## src/rtl/pc_sequencer.sv

```systemverilog
// Fetch PC sequencer: sequential fetch, stall hold and prioritised redirects with a pending slot.
// Optional performance counters are enabled by defining PC_SEQ_PERF_EN.
module pc_sequencer #(
    parameter logic [29:0] RESET_PC = 30'h00000C00,
    parameter logic [29:0] EXC_PC   = 30'h00001060
) (
    input  logic        clk,
    input  logic        rst,
    input  logic        if_ready,
    input  logic        id_stall,
    input  logic        redir_valid,
    input  logic [29:0] redir_pc,
    input  logic        exc_req,
    input  logic        eret_req,
    input  logic [29:0] epc,
    output logic [29:0] pc,
    output logic        pc_valid,
    output logic        flush_if,
    output logic        redir_pend
`ifdef PC_SEQ_PERF_EN
   ,output logic [31:0] perf_redir,
    output logic [31:0] perf_stall
`endif
);

    localparam int unsigned PC_W  = 30;
    localparam int unsigned CNT_W = 32;

    typedef enum logic [1:0] {
        RUN    = 2'd0,
        HOLD   = 2'd1,
        PEND   = 2'd2,
        BUBBLE = 2'd3
    } state_e;

    state_e            state_q, state_d;
    logic [PC_W-1:0]   pc_q, pc_d;
    logic [PC_W-1:0]   pend_pc_q, pend_pc_d;
    logic              pc_valid_q, pc_valid_d;
    logic              flush_if_q, flush_if_d;
    logic              redir_pend_q, redir_pend_d;
    logic              src_valid;
    logic [PC_W-1:0]   src_pc;

    // Highest-priority redirect source; only exceptions are accepted during the bubble.
    always_comb begin
        src_valid = exc_req;
        if (state_q != BUBBLE) begin
            src_valid = exc_req | eret_req | redir_valid;
        end
        if (exc_req) begin
            src_pc = EXC_PC;
        end else if (eret_req) begin
            src_pc = epc;
        end else begin
            src_pc = redir_pc;
        end
    end

    always_comb begin
        state_d    = state_q;
        pc_d       = pc_q;
        pend_pc_d  = pend_pc_q;
        flush_if_d = 1'b0;
        case (state_q)
            RUN, HOLD: begin
                if (src_valid) begin
                    if (if_ready) begin
                        pc_d       = src_pc;
                        flush_if_d = 1'b1;
                        state_d    = BUBBLE;
                    end else begin
                        pend_pc_d  = src_pc;
                        state_d    = PEND;
                    end
                end else if (id_stall) begin
                    state_d = HOLD;
                end else begin
                    state_d = RUN;
                    if (if_ready) begin
                        pc_d = pc_q + PC_W'(1);
                    end
                end
            end
            PEND: begin
                // A late exception supersedes the captured target; other sources are dropped.
                if (if_ready) begin
                    pc_d       = exc_req ? EXC_PC : pend_pc_q;
                    flush_if_d = 1'b1;
                    state_d    = BUBBLE;
                end else if (exc_req) begin
                    pend_pc_d = EXC_PC;
                end
            end
            BUBBLE: begin
                if (src_valid) begin
                    if (if_ready) begin
                        pc_d       = src_pc;
                        flush_if_d = 1'b1;
                        state_d    = BUBBLE;
                    end else begin
                        pend_pc_d  = src_pc;
                        state_d    = PEND;
                    end
                end else begin
                    state_d = RUN;
                end
            end
            default: state_d = BUBBLE;
        endcase
        pc_valid_d   = (state_d != BUBBLE);
        redir_pend_d = (state_d == PEND);
    end

    always_ff @(posedge clk) begin
        if (rst) begin
            state_q      <= BUBBLE;
            pc_q         <= RESET_PC;
            pend_pc_q    <= '0;
            pc_valid_q   <= 1'b0;
            flush_if_q   <= 1'b0;
            redir_pend_q <= 1'b0;
        end else begin
            state_q      <= state_d;
            pc_q         <= pc_d;
            pend_pc_q    <= pend_pc_d;
            pc_valid_q   <= pc_valid_d;
            flush_if_q   <= flush_if_d;
            redir_pend_q <= redir_pend_d;
        end
    end

    assign pc         = pc_q;
    assign pc_valid   = pc_valid_q;
    assign flush_if   = flush_if_q;
    assign redir_pend = redir_pend_q;

`ifdef PC_SEQ_PERF_EN
    logic [CNT_W-1:0] perf_redir_q, perf_redir_d;
    logic [CNT_W-1:0] perf_stall_q, perf_stall_d;

    // Saturating counters: accepted redirects at the load edge, and held cycles.
    always_comb begin
        perf_redir_d = perf_redir_q;
        perf_stall_d = perf_stall_q;
        if (flush_if_d && (perf_redir_q != {CNT_W{1'b1}})) begin
            perf_redir_d = perf_redir_q + CNT_W'(1);
        end
        if (((state_q == HOLD) || (state_q == PEND)) && (perf_stall_q != {CNT_W{1'b1}})) begin
            perf_stall_d = perf_stall_q + CNT_W'(1);
        end
    end

    always_ff @(posedge clk) begin
        if (rst) begin
            perf_redir_q <= '0;
            perf_stall_q <= '0;
        end else begin
            perf_redir_q <= perf_redir_d;
            perf_stall_q <= perf_stall_d;
        end
    end

    assign perf_redir = perf_redir_q;
    assign perf_stall = perf_stall_q;
`endif

endmodule

```

## config.mk

```make
export PLATFORM = sky130hd
export DESIGN_NAME = pc_sequencer
export DESIGN_NICKNAME = d
export VERILOG_FILES = /design/src/rtl/pc_sequencer.sv
export SDC_FILE = /design/constraint.sdc
export NUM_CORES = 1
export LEC_CHECK = 0
export CORE_ASPECT_RATIO = 0.75
export CORE_UTILIZATION = 50
export CTS_CLUSTER_SIZE = 20
export DETAILED_ROUTE_END_ITERATION = 8
export PLACE_DENSITY = 0.81
export SETUP_SLACK_MARGIN = 0.05
export SLEW_MARGIN = 15
export SYNTH_ARGS = -nofsm -noshare
export SYNTH_HDL_FRONTEND = slang
export SYNTH_SLANG_ARGS = --single-unit
```

## constraint.sdc

```tcl
create_clock -name clk -period 2.8 [get_ports clk]
set_input_delay 0.56 -clock clk [delete_from_list [all_inputs] [get_ports clk]]
set_output_delay 0.56 -clock clk [all_outputs]
set_load 0.1 [all_outputs]
```

### Yosys cells after proc, flatten, opt, wreduce, memory -nomap -nowiden

Cells that the tools add are included.

| cells by class | value |
|---|---|
| add/sub/neg operators | 1 |
| bitwise gates (word level) | 2 |
| muxes and demuxes | 24 |
| equality and inequality tests | 13 |
| reduce and logical (&&, ||, !) cells | 5 |

Operator list:

| kind | count |
|---|---|
| $mux 30 | 12 |
| $pmux 30 s3 | 1 |
| $pmux 30 s2 | 1 |
| $add 30x1->30 const B | 1 |
| $ne 2x2->1 const B | 6 |
| $eq 2x2->1 const B | 3 |
| $mux 2 | 3 |
| $ne 3x3->1 const B | 2 |
| $pmux 2 s3 | 1 |
| $mux 1 | 5 |
| $reduce_and 4->1 | 1 |
| $reduce_and 3->1 | 1 |
| $reduce_or 3->1 | 1 |
| $eq 2x1->1 const B | 1 |
| $logic_not 2->1 | 1 |
| $ne 2x1->1 const B | 1 |
| $or 1x1->1 | 2 |
| $pmux 1 s2 | 1 |
| $reduce_or 2->1 | 1 |

| storage, ports and cells | value |
|---|---|
| word-level logic and storage cells | 51 |
| register bits after elaboration | 65 |
| output and inout bits | 33 |

### Depth between registers and ports, before layout

| logic depth | value |
|---|---|
| depth after elaboration | 6 |
| depth in mapped cells | 8 |
| mapped depth without buffers | 6 |

### Worst setup path before layout

No wires, ideal clock.

| timing | value |
|---|---|
| path type | register -> register |
| start point | reg pc_q[0], in the netlist pc[0] |
| end point | reg pc_q[24], in the netlist pc[24] |
| path buffers | 0 |
| setup time | 0.118 ns |
| arrival | 2.651 ns |
| setup slack | 0.031 ns |
| cell stages (with the launch flop) | 7 |
| path through | dfxtp_1 > ha_1 > nand3_1 > nor3_1 > and3_1 > nand3_1 > a32o_1 |

| between the ends | value |
|---|---|
| longest elaborated chain between the ends | 5 |

Ends and longest elaborated chain:

| element | RTL line | RTL |
|---|---|---|
| start: declaration | 37 | `logic [PC_W-1:0] pc_q, pc_d;` |
| start signal: assignment | 125 | `pc_q <= pc_d;` |
| $add 30x1->30 | 81 | `pc_d = pc_q + PC_W'(1);` |
| $mux 30 | 80 | `if (if_ready) begin` |
| $mux 30 | 76 | `end else if (id_stall) begin` |
| $mux 30 | 67 | `if (src_valid) begin` |
| $pmux 30 s3 | 65 | `case (state_q)` |

Every way passes these cells. The select of a mux whose other input is x is not followed.
A chain may end at the register's enable or synchronous reset.

### Final worst setup path

| timing | value |
|---|---|
| start point | in exc_req |
| end point | reg pend_pc_q[25] |

| between the ends | value |
|---|---|
| longest elaborated chain between the ends | 5 |
| elaborated cells on any way between the ends | 11 |

Ends and longest elaborated chain:

| element | RTL line | RTL |
|---|---|---|
| start: declaration | 13 | `input logic exc_req,` |
| $or 1x1->1 (2 in a row) | 49 | `src_valid = exc_req \| eret_req \| redir_valid;` |
| $mux 1 | 48 | `if (state_q != BUBBLE) begin` |
| $ne 2x1->1 (no line) | -- |  |
| $reduce_and 3->1 (no line) | -- |  |
| end signal: assignment | 126 | `pend_pc_q <= pend_pc_d;` |
| end: declaration | 38 | `logic [PC_W-1:0] pend_pc_q, pend_pc_d;` |

Several ways; a longest one is shown, not always the timed one. The select of a mux whose other input is x is not followed.

==> impl_metrics.csv <==
group,metric,value,unit
status,status,"complete, no violations",
clock_network,clockRootBuffer,"clkbuf_8",
detailed_routing,num_vias,4619,
detailed_routing,drtIter0Drc,496,
synth,synth_warnings,0,
synth,synthTopCellsByArea,"dfxtp_1 (32%), mux2i_1 (7.2%), nor2_1 (4.9%)",
timing,skew,0.00996,ns
detailed_routing,drc,0,
timing,setup-tns-final,0,ns
detailed_routing,antenna_left,0,
detailed_routing,routed_wl,13300,um
grt,grt_pass1_wl,21200,um
placed_design,place.gp.congestion,0.923,
clock_network,clk_latency,0.35,ns
final_layout,nFillCells,613,
clock_network,postCtsSetupBuffers,0,
final_layout,area_delta_synth_final,32.8,%
detailed_routing,top_layer,"met4",
detailed_routing,wl_met3,1520,um
timing,worst_slack,0.364,ns
worst_setup_path,worstPathArrival,2.72,ns
grt,gr-usage-all-layers,31.9,%
final_layout,num-nets-final,663,
min_path,whs_path_depth,2,
synth,ys.flop_type,"dfxtp_1",
floorplan,die_x,106,um
timing,worst_pin_slew,0.831,ns
clock_network,htreeDepth,3,
min_path,hold_path.class,"register to register",
clock_network,cts_buffer_depth,2,
timing,final_hold_viol_count,0,
pwr,peakVddDrop,0.370,mV
final_layout,insertedDiodeCount,0,
floorplan,ios,100,
grt,overflow,0,
timing,min_period,2.44,ns
min_path,holdCritStartpoint,"pend_pc_q[0]$_SDFFE_PP0P_",
clock_network,clk_pin_slew,0.08,ns
floorplan,initial_core_util,53.4,%
floorplan,core-area,7570,um2
min_path,min_to,"pend_pc_q[0]$_SDFFE_PP0P_",
synth,synth.avg_cell_area,8.11,um2
worst_setup_path,setup.worst_path.class,"input pin to register",
detailed_routing,routedLengthMet1,5610,um
worst_setup_path,worstReg2RegStart,"pc[4]$_SDFFE_PP0P_",
synth,synth_async_sr_flop_share,0,%
timing,fmax,411,MHz
synth,synth_nets,566,
synth,synth_compound_area_share,30.8,%
worst_setup_path,reg2reg_depth,5,
synth,synth_top_family_by_area,"compound AO/OA/AOI/OAI gates",
detailed_routing,post_drt_via_cell_ratio,6.59,
worst_setup_path,cp_max_fo,22,
pwr,p_leak,2.05,nW
floorplan,die-height,79.8,um
grt,grt_max_degree,48,
worst_setup_path,r2r-end,"pc[25]$_SDFFE_PP0P_",
worst_setup_path,required,3.08,ns
placed_design,port_buffers,99,
clock_network,cts_sinks,65,
timing,slew_headroom,44.4,%
final_layout,layout_commonest_cell,"clkdlybuf4s50_1",
worst_setup_path,rrSetupSlack,0.47,ns
timing,finalSetupViolCount,0,
clock_network,numCtsBuffers,9,
grt,first_global_vias,4218,
synth,netlist_area,4040,um2
synth,synth_cells,498,
detailed_routing,wl_met2,6020,um
run,maxCapViolCount,0,
synth,synth_top_area_share,32.2,%
synth,synth_top_cell_by_area,"dfxtp_1",
worst_setup_path,start_kind,"input pin",
floorplan,die_area,8440,um2
clock_network,post_cts_resize_count,0,
synth,yosys.area_share.adder,0.310,%
synth,synth-simple-area-share,20.3,%
clock_network,cts_tree,"done",
placed_design,post-place-ws,0.151,ns
clock_network,hold_buffers,0,
timing,period_share,87.0,%
grt,antenna_found_initial,0,
detailed_routing,detail_route.first_pass.iterations,6,
final_layout,final_cell_mix,"clkdlybuf4s50_1 (64), dfxtp_1 (63), buf_4 (60), nor2_1 (53), a21oi_1 (36)",
synth,ys_ff_latch,65,
synth,yosysUniqueCellTypes,59,
synth,seq_area_frac_synth,32.2,%
final_layout,drive_gt1_share,17.5,%
placed_design,dp_hpwl,9270,um
detailed_routing,wl_per_cell,19.0,um
timing,rsz0062_at_grt,"false",
timing,drv_slew,0,
pwr,powerDensity,511,nW/um2
final_layout,fin_util,70.9,%
floorplan,row_count,27,
synth,synth.area.mux_share,9.42,%
synth,synth_edf_count,0,
worst_setup_path,end_kind,"register",
synth,synth-xor-area-share,0.434,%
cells by family after synthesis:
| kind of cell | count (synthesis) |
|---|---|
| DFF | 65 |
| xor gates and xnor gates | 2 |
| AOI/OAI and AO/OA | 173 |
| adders and majority gates | 1 |
| muxes | 37 |
| buffers and inverters | 61 |
| and+or+nand+nor | 159 |
cell type report:
type | count | area, um2 | share of cell area (%)
clock buffer | 12 | 155 | 2.89
clock inverter | 4 | 75.1 | 1.40
inverter | 18 | 67.6 | 1.26
multi-input combinational | 372 | 2470 | 46.1
sequential | 65 | 1300 | 24.3
tap | 101 | 126 | 2.36
timing repair buffer | 129 | 1160 | 21.7
registers in the layout (all words and copies together) (netlist names):
register	cells
flush_if	1
pc_valid	1
state_q	2
redir_pend	1
pc	30
pend_pc_q	30
critical path, cell delays in order:
cell and delay, ns:
clkdlybuf4s50_1 0.47, buf_4 0.26, nand2_1 0.08, a21oi_1 0.64
nand3_1 0.44, o2bb2ai_1 0.25
metal layers:
layer / up-vias / GRT usage [%]
met4: 0 / 9.17
met3: 24 / 7.92
met2: 303 / 51.2
met5: - / 0
li1: 2108 / -
met1: 2184 / 42.3
worst max path at each step:
| stage | start | to | slack (ns) | cells after the start |
|---|---|---|---|---|
| 3_3_place_gp | exc_req | pend_pc_q[22]$_SDFFE_PP0P_ | 0.19 | 6 |
| 4_1_cts | exc_req | pend_pc_q[23]$_SDFFE_PP0P_ | 0.48 | 6 |
| 6_report | exc_req | pend_pc_q[25]$_SDFFE_PP0P_ | 0.36 | 6 |
| 3_5_place_dp | exc_req | pend_pc_q[23]$_SDFFE_PP0P_ | 0.15 | 6 |
| 2_1_floorplan | pc[2]$_SDFFE_PP0P_ | pc[29]$_SDFFE_PP0P_ | 0.11 | 6 |
| 5_1_grt | exc_req | pend_pc_q[27]$_SDFFE_PP0P_ | 0.30 | 6 |
through the flow:
| step | cell area [um2] | power, mW | std cells | hold slack, ns |
|---|---|---|---|---|
| global route | 5360 | 2.84 | 701 | 0.478 |
| detailed placement | 5130 | 1.81 | 685 | 0.444 |
| global placement | 5130 | 1.80 | 685 | 0.439 |
| floorplan | 4040 | 1.55 | 498 | 0.432 |
| CTS | 5360 | 2.73 | 701 | 0.454 |
| finish | 5360 | 2.74 | 701 | 0.456 |
where the power goes:
part / internal (mW) / switching [mW] / total (mW)
clock: 0.551 / 0.381 / 0.932
combinational: 0.281 / 0.488 / 0.769
sequential: 0.971 / 0.0690 / 1.04
total: 1.80 / 0.938 / 2.74
cell usage after synthesis (3+ instances only):
library cell  count
inv_1            18
o22ai_1          12
buf_2            15
nor4_1           12
nand3_1          16
nand2_1          25
dfxtp_1          65
or3_1             3
o32ai_1           4
mux2_2            8
a31oi_1           7
o41ai_1           3
a221oi_1          4
o2bb2ai_1         7
a211oi_1          5
a222oi_1          4
nand4_1          13
nor3_1            7
mux2i_1          29
nor2_1           53
clkbuf_1         23
a221o_1           3
and3_1            7
nand2b_1          5
a22oi_1          18
a22o_1            7
nor2b_1           8
o21ai_0          29
o31ai_1           3
a21oi_1          36
a32o_1            8
Note: power is estimated with default switching activity, not from simulation.
